--- config.mk ---
export PLATFORM = sky130hd
export DESIGN_NAME = seg_scan_display
export DESIGN_NICKNAME = d
export VERILOG_FILES = /design/src/rtl/seg_pkg.sv /design/src/rtl/seg_glyph_decode.sv /design/src/rtl/seg_scan_display.sv
export SDC_FILE = /design/constraint.sdc
export NUM_CORES = 1
export LEC_CHECK = 0
export ABC_AREA = 1
export CELL_PAD_IN_SITES_DETAIL_PLACEMENT = 0
export CELL_PAD_IN_SITES_GLOBAL_PLACEMENT = 1
export CORE_MARGIN = 4
export CORE_UTILIZATION = 37
export DETAILED_ROUTE_END_ITERATION = 8
export GPL_TIMING_DRIVEN = 0
export HOLD_SLACK_MARGIN = 0.06
export PLACE_DENSITY_LB_ADDON = 0.1
export SYNTH_ARGS = -nofsm -noshare
export SYNTH_HDL_FRONTEND = slang
export SYNTH_SLANG_ARGS = --single-unit
--- constraint.sdc ---
create_clock -name clk -period 4.2 [get_ports clk]
set_clock_uncertainty 0.1 [all_clocks]
set_input_delay 0.42 -clock clk [delete_from_list [all_inputs] [get_ports clk]]
set_output_delay 0.42 -clock clk [all_outputs]
set_load 0.005 [all_outputs]
--- src/rtl/seg_pkg.sv ---
// Shared constants for the multiplexed 7-segment driver: glyphs, bit positions,
// and an index-width helper. Segment byte layout is {a,b,c,d,e,f,g,dp}.
package seg_pkg;

  localparam int SEG_A  = 7;
  localparam int SEG_B  = 6;
  localparam int SEG_C  = 5;
  localparam int SEG_D  = 4;
  localparam int SEG_E  = 3;
  localparam int SEG_F  = 2;
  localparam int SEG_G  = 1;
  localparam int SEG_DP = 0;

  localparam logic [7:0] GLYPH_0   = 8'hFC;
  localparam logic [7:0] GLYPH_1   = 8'h60;
  localparam logic [7:0] GLYPH_2   = 8'hDA;
  localparam logic [7:0] GLYPH_3   = 8'hF2;
  localparam logic [7:0] GLYPH_4   = 8'h66;
  localparam logic [7:0] GLYPH_5   = 8'hB6;
  localparam logic [7:0] GLYPH_6   = 8'hBE;
  localparam logic [7:0] GLYPH_7   = 8'hE0;
  localparam logic [7:0] GLYPH_8   = 8'hFE;
  localparam logic [7:0] GLYPH_9   = 8'hE6;
  localparam logic [7:0] GLYPH_E   = 8'h9E;
  localparam logic [7:0] GLYPH_OFF = 8'h00;

  // Width able to hold 0..n-1, never below one bit.
  function automatic int idx_width(input int n);
    return (n <= 1) ? 1 : $clog2(n);
  endfunction

endpackage

--- src/rtl/seg_glyph_decode.sv ---
// Nibble to segment pattern; non-decimal nibbles render as 'E'.
// The dp bit of the returned glyph is always clear.
module seg_glyph_decode
  import seg_pkg::*;
(
  input  logic [3:0] nibble,
  output logic [7:0] glyph
);

  always_comb begin
    glyph = GLYPH_E;
    case (nibble)
      4'd0:    glyph = GLYPH_0;
      4'd1:    glyph = GLYPH_1;
      4'd2:    glyph = GLYPH_2;
      4'd3:    glyph = GLYPH_3;
      4'd4:    glyph = GLYPH_4;
      4'd5:    glyph = GLYPH_5;
      4'd6:    glyph = GLYPH_6;
      4'd7:    glyph = GLYPH_7;
      4'd8:    glyph = GLYPH_8;
      4'd9:    glyph = GLYPH_9;
      default: glyph = GLYPH_E;
    endcase
  end

endmodule

--- src/rtl/seg_scan_display.sv ---
// N-digit time-multiplexed 7-segment scanner with guard time and frame-synchronous
// buffer swap. Define SEG_BLINK_EN to enable per-digit blinking.
module seg_scan_display
  import seg_pkg::*;
#(
  parameter int NUM_DIGITS   = 8,
  parameter int SLOT_CYCLES  = 100000,
  parameter int GUARD_CYCLES = 2000,
  parameter int BLINK_CYCLES = 50000000
) (
  input  logic                    clk,
  input  logic                    rst,
  input  logic                    load,
  input  logic [4*NUM_DIGITS-1:0] digits_in,
  input  logic [NUM_DIGITS-1:0]   dp_in,
  input  logic [NUM_DIGITS-1:0]   blank_in,
  input  logic [NUM_DIGITS-1:0]   blink_in,
  output logic [7:0]              seg_out,
  output logic [NUM_DIGITS-1:0]   an_out,
  output logic                    frame_done
);

  localparam int IW = idx_width(NUM_DIGITS);
  localparam int CW = idx_width(SLOT_CYCLES);

  logic [CW-1:0] cnt;
  logic [IW-1:0] idx;
  logic          wrap;
  logic          last;
  logic          boundary;
  logic          guard;

  logic [4*NUM_DIGITS-1:0] stg_dig;
  logic [NUM_DIGITS-1:0]   stg_dp;
  logic [NUM_DIGITS-1:0]   stg_blank;
  logic                    pending;
  logic [4*NUM_DIGITS-1:0] sh_dig;
  logic [NUM_DIGITS-1:0]   sh_dp;
  logic [NUM_DIGITS-1:0]   sh_blank;

  logic [3:0]            nib;
  logic [7:0]            glyph;
  logic                  hide;
  logic [7:0]            seg_next;
  logic [NUM_DIGITS-1:0] an_next;

  assign wrap     = (cnt == CW'(SLOT_CYCLES - 1));
  assign last     = (idx == IW'(NUM_DIGITS - 1));
  assign boundary = wrap && last;
  assign guard    = (cnt < CW'(GUARD_CYCLES));

  always_ff @(posedge clk or posedge rst) begin
    if (rst) begin
      cnt <= '0;
      idx <= '0;
    end else if (wrap) begin
      cnt <= '0;
      idx <= last ? '0 : idx + 1'b1;
    end else begin
      cnt <= cnt + 1'b1;
    end
  end

  // Staging absorbs loads at any time; shadow only changes on the frame boundary.
  always_ff @(posedge clk or posedge rst) begin
    if (rst) begin
      stg_dig   <= '0;
      stg_dp    <= '0;
      stg_blank <= '1;
      pending   <= 1'b0;
      sh_dig    <= '0;
      sh_dp     <= '0;
      sh_blank  <= '1;
    end else begin
      if (load) begin
        stg_dig   <= digits_in;
        stg_dp    <= dp_in;
        stg_blank <= blank_in;
      end
      if (boundary) begin
        pending <= 1'b0;
      end else if (load) begin
        pending <= 1'b1;
      end
      if (boundary && load) begin
        sh_dig   <= digits_in;
        sh_dp    <= dp_in;
        sh_blank <= blank_in;
      end else if (boundary && pending) begin
        sh_dig   <= stg_dig;
        sh_dp    <= stg_dp;
        sh_blank <= stg_blank;
      end
    end
  end

`ifdef SEG_BLINK_EN
  localparam int BW = idx_width(BLINK_CYCLES);

  logic [BW-1:0]         bcnt;
  logic                  phase;
  logic [NUM_DIGITS-1:0] stg_blink;
  logic [NUM_DIGITS-1:0] sh_blink;

  always_ff @(posedge clk or posedge rst) begin
    if (rst) begin
      bcnt  <= '0;
      phase <= 1'b1;
    end else if (bcnt == BW'(BLINK_CYCLES - 1)) begin
      bcnt  <= '0;
      phase <= ~phase;
    end else begin
      bcnt <= bcnt + 1'b1;
    end
  end

  always_ff @(posedge clk or posedge rst) begin
    if (rst) begin
      stg_blink <= '0;
      sh_blink  <= '0;
    end else begin
      if (load) begin
        stg_blink <= blink_in;
      end
      if (boundary && load) begin
        sh_blink <= blink_in;
      end else if (boundary && pending) begin
        sh_blink <= stg_blink;
      end
    end
  end

  assign hide = ~phase & sh_blink[idx];
`else
  localparam int unused_blink_cycles = BLINK_CYCLES;
  logic          unused_blink;

  assign unused_blink = ^blink_in;
  assign hide         = 1'b0;
`endif

  assign nib = sh_dig[{idx, 2'b00} +: 4];

  seg_glyph_decode u_dec (
    .nibble (nib),
    .glyph  (glyph)
  );

  always_comb begin
    an_next  = '0;
    seg_next = GLYPH_OFF;
    if (!guard) begin
      an_next = NUM_DIGITS'(1) << idx;
      if (!sh_blank[idx] && !hide) begin
        seg_next         = glyph;
        seg_next[SEG_DP] = sh_dp[idx];
      end
    end
  end

  always_ff @(posedge clk or posedge rst) begin
    if (rst) begin
      seg_out    <= GLYPH_OFF;
      an_out     <= '0;
      frame_done <= 1'b0;
    end else begin
      seg_out    <= seg_next;
      an_out     <= an_next;
      frame_done <= boundary;
    end
  end

endmodule

-- Yosys cells after proc, flatten, opt, wreduce, memory -nomap -nowiden
Memories as Yosys holds them, arrays and structs flattened.
Index checks and enable logic that the tools add are counted.
- add/sub/neg operators: 2
- $lt $le $gt $ge: 2
- equality and inequality tests: 2
- shifts and indexed selects: 2
- mux-type cells: 17
- reduce and logical (&&, ||, !) cells: 5
- operators by type and width (cell ; number):
    $mux 32 ; 2
    $mux 8 ; 7
    $shiftx 32x6->4 ; 1
    $add 17x1->17 const B ; 1
    $eq 17x17->1 const B ; 1
    $lt 17x11->1 const B ; 1
    $mux 17 ; 1
    $shl 1x3->8 const A ; 1
    $bmux 1 s3 ; 2
    $lt 3x4->1 const B ; 1
    $mux 1 ; 4
    $reduce_bool 2->1 ; 2
    $add 3x1->3 const B ; 1
    $eq 3x3->1 const B ; 1
    $logic_and 1x1->1 ; 3
    $mux 3 ; 1
- flip-flop bits (word level): 134
- bits in read-only memories: 112
- input port bits: 59
- output and inout bits: 17
- logic and storage cells: 43
- memories: 1
- memory list (name ; depth ; width ; read ports ; clocked after Yosys merged registers in ; write ports ; RTL line ; RTL):
    (no name shown) ; 16 ; 7 ; 1 ; 0 ; 0 ; seg_glyph_decode.sv:12 ; case (nibble)

-- Depth between registers and ports, before layout
Gate-level depths: netlist of run 1.
- depth in word-level cells: 5
- mapped depth: 14
- gate-level depth less buffers: 12

-- Cells and area by module
From an unflattened synthesis of run 1, not the netlist that was laid out.
- cells, all modules: 790
- area total of the unflattened synthesis: 6413.7 µm²
- by module, submodules not included (module ; times used ; cells each ; area an instance (µm²) ; sequential area each (µm²)):
    seg_scan_display ; 1 ; 754 ; 6209.7 ; 3373.2
    seg_glyph_decode ; 1 ; 36 ; 203.9 ; 0.0

-- Worst setup path before layout of run 1
Ideal clock, no wire load.
- path kind: reg2reg
- start point: register idx[0]
- end point: register seg_out[4]
- setup time: 0.116 ns
- arrival time: 1.768 ns
- data required time: 3.984 ns
- path slack: 2.216 ns
- stages on the path, launching flop included: 15
- buffers on the path: 2
- clock period less this slack: 1.984 ns
- path through: dfrtp_1 -> buf_2 -> inv_1 -> buf_4 -> nand2_1 -> nand3_1 -> nand2_1 -> nand2_1 -> nand2_1 -> inv_1 -> ha_1 -> nand3_1 -> nand2_1 -> nor2_1 -> nor2_1
- word-level cells in the longest chain between the ends: 4
- elaborated cells on any way between the ends: 6
- classes of those cells: 1 x shift; 4 x mux; 1 x memory
- ends and longest elaborated chain (item ; RTL line ; RTL):
    start, declared ; seg_scan_display.sv:27 ; logic [IW-1:0] idx;
    start signal, assigned ; seg_scan_display.sv:58 ; idx <= last ? '0 : idx + 1'b1;
    $shiftx 32x6->4 / $bmux 1 s3 (equally long branches) ; seg_scan_display.sv:142, seg_scan_display.sv:154 ;
    $mem_v2 16x7 / $mux 1 (equally long branches) ; -- ;
    $mux 8 (*) ; seg_scan_display.sv:154 ; if (!sh_blank[idx] && !hide) begin
    $mux 8 (*) ; seg_scan_display.sv:152 ; if (!guard) begin
    net seg_next[4] ; seg_scan_display.sv:44 ; logic [7:0] seg_next;
    end signal, assigned ; seg_scan_display.sv:167 ; seg_out <= seg_next;
    end, declared ; seg_scan_display.sv:18 ; output logic [7:0] seg_out,
The timed path passes the listed nets; every way through them passes the cells marked *. The select of a mux whose other input is x is not followed.
A chain may end at the register's enable or synchronous reset.

-- Final worst setup path of run 1
Same ends and word-level chain as after synthesis.

==> results_dict.tcl, run 1 <==
set metrics [dict create \
    grt_pass1_vias 5205 \
    utilization_pct 46.8 \
    cts_root_buf "clkbuf_16" \
    netlist_top_cells_area "dfrtp_1 (46%), nand2_1 (17%), inv_1 (7.0%), dfstp_2 (6.5%), nor2_1 (6.5%)" \
    die_w_um 140 \
    cts_sinks 134 \
    tightestPinTransition_ps 671 \
    register_area_um2 3370 \
    r2r_cells 14 \
    io_pins 76 \
    buffer_ports.inserted 67 \
    initial_core_util_pct 37.6 \
    synth-xor-area-share_pct 0.407 \
    synth.avg_cell_area_um2 7.62 \
    finalNonFillerCells 1172 \
    fin_nets 1006 \
    p_per_area_nw_per_um2 379 \
    clk_pin_slew_ps 60 \
    layout-drive-gt1-share_pct 7.07 \
    period_share_pct 58.1 \
    syn_nets 919 \
    vias_per_cell 4.58 \
    max-cap-violations 0 \
    reg2reg_slack_ps 1760 \
    setup_viol 0 \
    ys_ff_latch 134 \
    hold_viol 0 \
    multiInputGateArea_um2 2460 \
    slew_headroom_pct 55.3 \
    synth_compound_area_share_pct 5.80 \
    yosysSeqAreaShare_pct 52.3 \
    rr_endpoint "seg_out[4]" \
    fillers 1782 \
    wl_um 15700 \
    vdd_drop_max_mv 0.285 \
    fin_crit_ps 2440 \
    h-tree-depth 4 \
    yosysTopAreaCell "dfrtp_1" \
    synth_area_um2 6450 \
    synth_top_family_by_area "simple AND/OR/NAND/NOR gates" \
    fin_area_um2 8040 \
    cts_buffers 17 \
    hold-worst-slack_ps 287 \
    syn2layout_area_growth_pct 24.6 \
    synthDistinctLibCells 30 \
    synth_cells 847 \
    grt.total_usage_pct 16.6 \
    hold_class "input port to async pin" \
    drt_iter0_drc 280 \
    yosys.area.top_type_share_pct 45.7 \
    antenna_found_initial 0 \
    placed_cell_area_um2 7440 \
    grt_pass1_wl_um 26300 \
    diodes 0 \
    cts_setup_buffers 0 \
    rows 48 \
    cts_tree "yes" \
    start_kind "register" \
    cp.arrival_ps 2640 \
    gp_congestion 0.790 \
    fmax_mhz 410 \
    synth.area.mux_share_pct 0 \
    cp_max_fo 10 \
    synth_fa_ha_area_share_pct 2.52 \
    hold_buffers 0 \
    criticalPathCategory "register to register" \
    dieArea_um2 19600 \
    endpoint "seg_out[4]" \
    yosys_warnings 0 \
    place_inst 1140 \
    tns_ps 0 \
    grt-ovfl-total 0 \
    core_area_um2 17200 \
    final_common_cell "nand2_1" \
    rsz0062_at_grt "false" \
    cellLeakagePower_nw 4.24 \
    clk_path_buf_depth 2 \
    ant_nets 0 \
    wl_per_cell_um 13.4 \
    synthSimpleGateAreaFrac_pct 29.3 \
    post_cts_resized 0 \
    rr_startpoint "idx[0]" \
    critPathLaunch "idx[0]" \
    slew_violations 0 \
    drt-pass1-iter-count 5 \
    mostFrequentLayoutCells "nand2_1 (293), inv_1 (120), dfrtp_1 (118)" \
    grt_max_degree 96 \
    clkLatencyLatePin_ps 420 \
    status "complete, no violations" \
    dp_hpwl_um 11300 \
    drc 0 \
    cp-end-kind "register" \
    vias 5369 \
    critPathRequiredTime_ps 4400 \
    die_height_um 140 \
]
==> cell usage after synthesis <==
cell type / instances
a211oi_1: 1
a21o_1: 1
a21oi_1: 50
and3_1: 1
buf_1: 4
buf_2: 7
buf_4: 3
buf_6: 3
clkbuf_1: 15
clkinv_1: 1
dfrtp_1: 118
dfstp_2: 16
ha_1: 13
inv_1: 121
inv_2: 1
nand2_1: 293
nand2_2: 1
nand3_1: 46
nand3b_1: 1
nand4_1: 7
nand4_2: 1
nand4_4: 1
nor2_1: 111
nor2_2: 2
nor2_4: 2
nor3_1: 3
o21a_1: 1
o21ai_0: 19
o22ai_1: 1
xor2_1: 3
==> cell type report <==
cell class / instances / share of cell area [%]
inverter: 123 / 5.80
sequential: 134 / 41.9
tap: 225 / 3.50
timing repair buffer: 68 / 8.68
buffer: 32 / 2.02
multi-input combinational: 558 / 30.6
clock buffer: 24 / 5.99
clock inverter: 8 / 1.51
==> power breakdown <==
part / internal [mW] / total (mW) / switching, mW
sequential: 1.34 / 1.35 / 0.0106
clock: 0.979 / 1.52 / 0.542
combinational: 0.0750 / 0.175 / 0.100
==> registers in the layout, indices dropped and copies added, names as in the netlist, 3 cells and up <==
register / count
stg_dig: 32
stg_blank: 8
seg_out: 8
sh_blank: 8
sh_dp: 8
an_out: 8
cnt: 17
sh_dig: 32
idx: 3
stg_dp: 8
==> logic make-up (layout without fill, tap and decap cells) <==
logic type / after synthesis / count (layout)
AO/OA/AOI/OAI: 73 / 73
XOR/XNOR: 3 / 3
adder cells (fa/ha/maj): 13 / 13
buffers and inverters: 155 / 255
flip-flops: 134 / 134
AND/OR/NAND/NOR: 469 / 469
==> stage by stage <==
stage / power, mW / setup slack [ps]
after floorplan: 1.47 / 124
after global placement: 1.54 / -1860
after detailed placement: 1.55 / 1550
after CTS: 3.08 / 1730
after global routing: 3.17 / 1510
final: 3.04 / 1760
==> worst max-delay path, stage by stage, from the launching register on <==
cell and delay, ps:
dfrtp_1 370, buf_2 250, inv_1 170, buf_4 210
nand2_1 70, nand3_1 60, nand2_1 100, nand2_1 60
nand2_1 210, inv_1 110, ha_1 310, nand3_1 110
nand2_1 70, nor2_1 80, nor2_1 50
==> worst min-delay path by stage <==
| stage | from | endpoint | slack [ps] | depth (start not counted) |
|---|---|---|---|---|
| finish | rst | stg_dig[15] | 290 | 2 |
| global route | rst | sh_dig[12] | 350 | 2 |
| CTS | rst | seg_out[5] | 300 | 2 |
| detailed placement | stg_dp[5] | stg_dp[5] | 360 | 2 |
| global placement | cnt[0] | cnt[0] | 350 | 1 |
| floorplan | cnt[0] | cnt[0] | 330 | 1 |
==> per-layer routing <==
layer	vias up	part of all wire, %	wire (um)	GRT usage [%]
met5	-	0	0	0
met4	0	0.87	137	3.98
li1	2744	-	-	-
met3	10	3.5	546	3.62
met1	2540	50	7870	23.6
met2	75	45	7140	26.0
(Power assumes the default switching activity.)
==> inputs of run 2 (changes only) <==
clock period = 1.97 ns   (was 4.2 ns; I/O delays follow)
==> run 2 against run 1 <==
Effect of this change: die area stayed put; worst setup slack worse by 1800 ps; final cell count is 1.8% higher; sequential power is 110% higher; first-iteration DRC count is 3.9% higher; critical path depth stayed put; clock power is 140% higher.
==> results_dict.tcl, run 2 (same netlist as run 1, synthesis figures left out) <==
set metrics [dict create \
    status "complete, no violations" \
    max-cap-violations 0 \
    die_w_um 140 \
    tightestPinTransition_ps 741 \
    utilization_pct 50.6 \
    slew_violations 0 \
    cp_max_fo 5 \
    grt.busiest_layer "met2" \
    grt_max_degree 44 \
    rsz0062_at_grt "true" \
    reg2reg_slack_ps 4 \
    placed_cell_area_um2 7470 \
    rr_startpoint "idx[0]" \
    cts_root_buf "clkbuf_16" \
    io_pins 76 \
    initial_core_util_pct 37.6 \
    path_common_cell "nand2_1" \
    p_per_area_nw_per_um2 791 \
    diodes 0 \
    clk_path_buf_depth 2 \
    antenna_found_initial 0 \
    crit_chain "buf_6 -> clkinvlp_4 -> buf_6 -> nand2_2 -> nand3_2 -> nand2_1 -> nand2_1 -> nand2_2 -> inv_4 -> ha_2 -> nand3_1 -> nand2_1 -> nor2_1 -> nor2_1" \
    reg.largest.list "sh_dig x32, stg_dig x32, cnt x17" \
    vias_per_cell 4.62 \
    slew_headroom_pct 50.5 \
    clk_pin_slew_ps 60 \
    hold_buffers 0 \
    slowest_delay_ps 370 \
    hold_viol 0 \
    critical_path.top_delay_family "simple AND/OR/NAND/NOR gates" \
    grt_util_met3_pct 4.27 \
    drc 0 \
    h-tree-depth 4 \
    critPathBufInv 4 \
    gp_congestion 0.797 \
    finalNonFillerCells 1193 \
    rows 48 \
    grtUsageMet2_pct 27.6 \
    dieArea_um2 19600 \
    fmax_mhz 509 \
    grt_pass1_wl_um 27700 \
    ant_nets 0 \
    core_area_um2 17200 \
    grt.total_usage_pct 17.8 \
    grt-ovfl-total 0 \
    critPathRequiredTime_ps 2170 \
    cp.arrival_ps 2160 \
    cts_sinks 134 \
    use_met1_pct 25.0 \
    final_common_cell "nand2_1" \
    setup_viol 0 \
    cts_tree "yes" \
    buffer_ports.inserted 67 \
    slowest_stage "dfrtp_1" \
    rr_endpoint "seg_out[3]" \
    syn2layout_area_growth_pct 34.5 \
    drt-pass1-iter-count 5 \
    r2r_cells 14 \
    fin_crit_ps 1970 \
    tns_ps 0 \
    criticalPathCategory "register to register" \
    vdd_drop_max_mv 0.627 \
    fillers 1687 \
    wl_um 16700 \
    fin_nets 1027 \
    die_height_um 140 \
    place_inst 1142 \
    wl_per_cell_um 14.0 \
    cp-end-kind "register" \
    hold_class "input port to async pin" \
    clkLatencyLatePin_ps 420 \
    period_share_pct 99.8 \
    vias 5510 \
    drt_iter0_drc 291 \
    start_kind "register" \
    fin_area_um2 8680 \
    dp_hpwl_um 11500 \
    grt_pass1_vias 5478 \
    mostFrequentLayoutCells "nand2_1 (272), dfrtp_1 (117), inv_1 (111)" \
    layout-drive-gt1-share_pct 16.5 \
    cellLeakagePower_nw 4.48 \
    cts_buffers 17 \
]
## run 2: cell count changes in the layout (fill, tap and decap cells not counted), moves of 10 or more
cell,delta
buf_4,+10
clkbuf_1,-13
nand2_1,-21
nand2_2,+16
nand3_1,-15
nand3_2,+14
## run 2: worst max path at each step
stage | slack (ps) | start | endpoint | cells after the start
3_3_place_gp | -1250 | rst | stg_dig[13] | 2
2_1_floorplan | 20 | rst | an_out[0] | 1
6_report | 4 | idx[0] | seg_out[3] | 14
4_1_cts | 8 | cnt[0] | sh_blank[6] | 11
3_5_place_dp | -490 | load | stg_dig[9] | 5
5_1_grt | -100 | idx[0] | seg_out[4] | 14
## run 2: power by group
group          switching [mW]  total [mW]  internal [mW]
clock                    1.20        3.61           2.41
combinational           0.218       0.384          0.167
sequential             0.0229        2.87           2.85
## run 2: repair_timing
action,CTS,global route
pin swaps,3,30
setup endpoints to repair,51,60
gates cloned,2,3
resized for setup,30,90
setup buffers,6,8
## run 2: final cells by class
cell class / count / area [um^2] / share of cell area [%]
Tap cell: 225 / 282 / 3.24
Buffer: 32 / 240 / 2.77
Inverter: 123 / 473 / 5.45
Clock inverter: 13 / 225 / 2.59
Timing Repair Buffer: 88 / 931 / 10.7
Multi-Input combinational cell: 559 / 2720 / 31.3
Sequential cell: 134 / 3370 / 38.9
Clock buffer: 19 / 443 / 5.10
## run 2: metrics by stage
step | hold slack, ps | setup WS [ps] | total power [mW]
after floorplan | 207 | 20.9 | 3.12
after global placement | 349 | -1250 | 3.29
after detailed placement | 354 | -495 | 3.31
after CTS | 160 | 8.16 | 6.95
after global routing | 197 | -103 | 7.15
final | 155 | 3.73 | 6.87
## run 2: per-layer routing
layer	wire length, um	up-vias
li1	-	2790
met1	8090	2602
met2	7760	105
met3	668	13
met4	199	0
met5	0	-
==> inputs of run 3 (changes only) <==
CELL_PAD_IN_SITES_GLOBAL_PLACEMENT = 2   (was 1)
CORE_UTILIZATION = 29   (was 37)
==> run 3 against run 2 <==
Effect of this change: the flow now finishes with violations (setup timing); die area increased by 26%; count of clock-buffer cells in the layout up 1; global-route usage is 2.7 points lower; wire length grew 7.8%; non-clock buffer count up 10; sequential share of layout area shrank 1.1 points; worst setup slack worse by 9.4 ps; final cell count rose by 5.4%; sequential cell count did not move; clock power decreased by 3%; sequential power barely moved; fmax fell by 0.48%; critical path type unchanged; largest power group unchanged.
==> results_dict.tcl, run 3 (same netlist as run 1, synthesis figures left out) <==
set metrics [dict create \
    status "complete, but fails checks" \
    cp_max_fo 5 \
    syn2layout_area_growth_pct 38.4 \
    grt_max_degree 41 \
    grt.total_usage_pct 15.0 \
    setup_viol 1 \
    io_pins 76 \
    fin_ws_ps -5.70 \
    placed_cell_area_um2 7540 \
    dpl_worst_slack_ps -600 \
    grt_pass1_wl_um 28900 \
    start_kind "register" \
    diodes 0 \
    clk_path_buf_depth 2 \
    grt-ovfl-total 0 \
    die_w_um 157 \
    slowest_stage "dfrtp_1" \
    vias_per_cell 4.39 \
    register_area_um2 3370 \
    die_height_um 157 \
    drt-pass1-iter-count 4 \
    drt_iter0_drc 210 \
    reg.largest.list "sh_dig x32, stg_dig x32, cnt x17" \
    cts_tree "yes" \
    crit_chain "buf_6 -> clkinvlp_4 -> buf_6 -> nand2_2 -> nand3_1 -> nand2_2 -> nand2_2 -> nand2_4 -> inv_4 -> ha_4 -> nand3_4 -> nand2_1 -> nor2_1 -> nor2_1" \
    vias 5522 \
    ant_nets 0 \
    wl_per_cell_um 14.3 \
    cellLeakagePower_nw 4.54 \
    slowest_delay_ps 360 \
    fin_crit_ps 1980 \
    final_common_cell "nand2_1" \
    core_area_um2 21900 \
    cp-end-kind "register" \
    gp_congestion 0.780 \
    dieArea_um2 24700 \
    buffer_ports.inserted 67 \
    clkLatencyLatePin_ps 420 \
    slew_headroom_pct 51.6 \
    cts_buffers 17 \
    rows 54 \
    slew_violations 0 \
    vdd_drop_max_mv 0.549 \
    drc 0 \
    grt_pass1_vias 5562 \
    antenna_found_initial 0 \
    multiInputGateArea_um2 2750 \
    path_common_cell "nand2_2" \
    tightestPinTransition_ps 725 \
    max-cap-violations 0 \
    power_mw 6.78 \
    cp.arrival_ps 2190 \
    critPathRequiredTime_ps 2180 \
    fmax_mhz 506 \
    hold_class "input port to async pin" \
    h-tree-depth 4 \
    layout-drive-gt1-share_pct 18.6 \
    period_share_pct 100 \
    fin_area_um2 8930 \
    cts_root_buf "clkbuf_16" \
    wl_um 18000 \
    clk_pin_slew_ps 60 \
    dp_hpwl_um 12600 \
    rsz0062_at_grt "true" \
    p_per_area_nw_per_um2 759 \
    initial_core_util_pct 29.5 \
    hold_viol 0 \
    fillers 2317 \
    fin_nets 1036 \
    cts_sinks 134 \
    mostFrequentLayoutCells "nand2_1 (262), dfrtp_1 (117), inv_1 (114)" \
    hold-worst-slack_ps 140 \
    violations "setup timing" \
    criticalPathCategory "register to register" \
]
run 3: cell type report:
type / instances / area share [%]
flip-flops and latches: 134 / 37.8
multi-input cells: 558 / 30.8
repair buffers: 100 / 12.0
inverters: 123 / 5.35
clock buffers: 20 / 5.00
well taps: 280 / 3.92
plain buffers: 30 / 2.97
clock inverters: 12 / 2.23
run 3: final timing paths:
check,from,to,slack [ps],cells after the start
worst max-delay path,idx[0],seg_out[4],-6,14
worst min-delay path,rst,stg_dp[2],140,2
worst max register to register,idx[0],seg_out[4],-6,14
worst min register to register,stg_dig[4],stg_dig[4],370,2
max in group asynchronous,rst,stg_blank[7],730,4
min in group clk,blank_in[0],stg_blank[0],200,3
run 3: where the power goes:
part / leakage, nW / switching, mW / internal (mW)
Clock: 0.315 / 1.23 / 2.28
Sequential: 1.66 / 0.0233 / 2.85
Combinational: 2.57 / 0.225 / 0.170
run 3: per-layer routing:
layer,global-route usage [%],up-vias,part of all wire [%]
li1,-,2811,-
met1,20.6,2613,48
met2,23.7,82,46
met3,3.02,16,3.5
met4,5.28,0,1.7
met5,0,-,0
run 3: timing repair:
| action | 4_1_cts | 5_1_grt |
|---|---|---|
| buffers inserted | 14 | 10 |
| endpoints found under the setup margin | 68 | 53 |
| resized for setup | 26 | 119 |
| pin swaps | 5 | 24 |
| hold buffers | 0 | 0 |
| gates cloned | 1 | 5 |
run 3: metrics by stage:
step	util (%)	TNS (ps)	instances
floorplan	-	0	847
global placement	34.2	-194930	1194
detailed placement	34.5	-28680	1197
CTS	38.2	-10.6	1242
global route	40.8	-1240	1257
finish	40.8	-5.70	1257
run 3: critical path, delay by kind of cell, from the launching register on:
| kind | cells | cell delay, ps |
|---|---|---|
| adder cells (fa/ha/maj) | 1 | 240 |
| AND/OR/NAND/NOR | 9 | 660 |
| flip-flops | 1 | 360 |
| buffers and inverters | 4 | 490 |
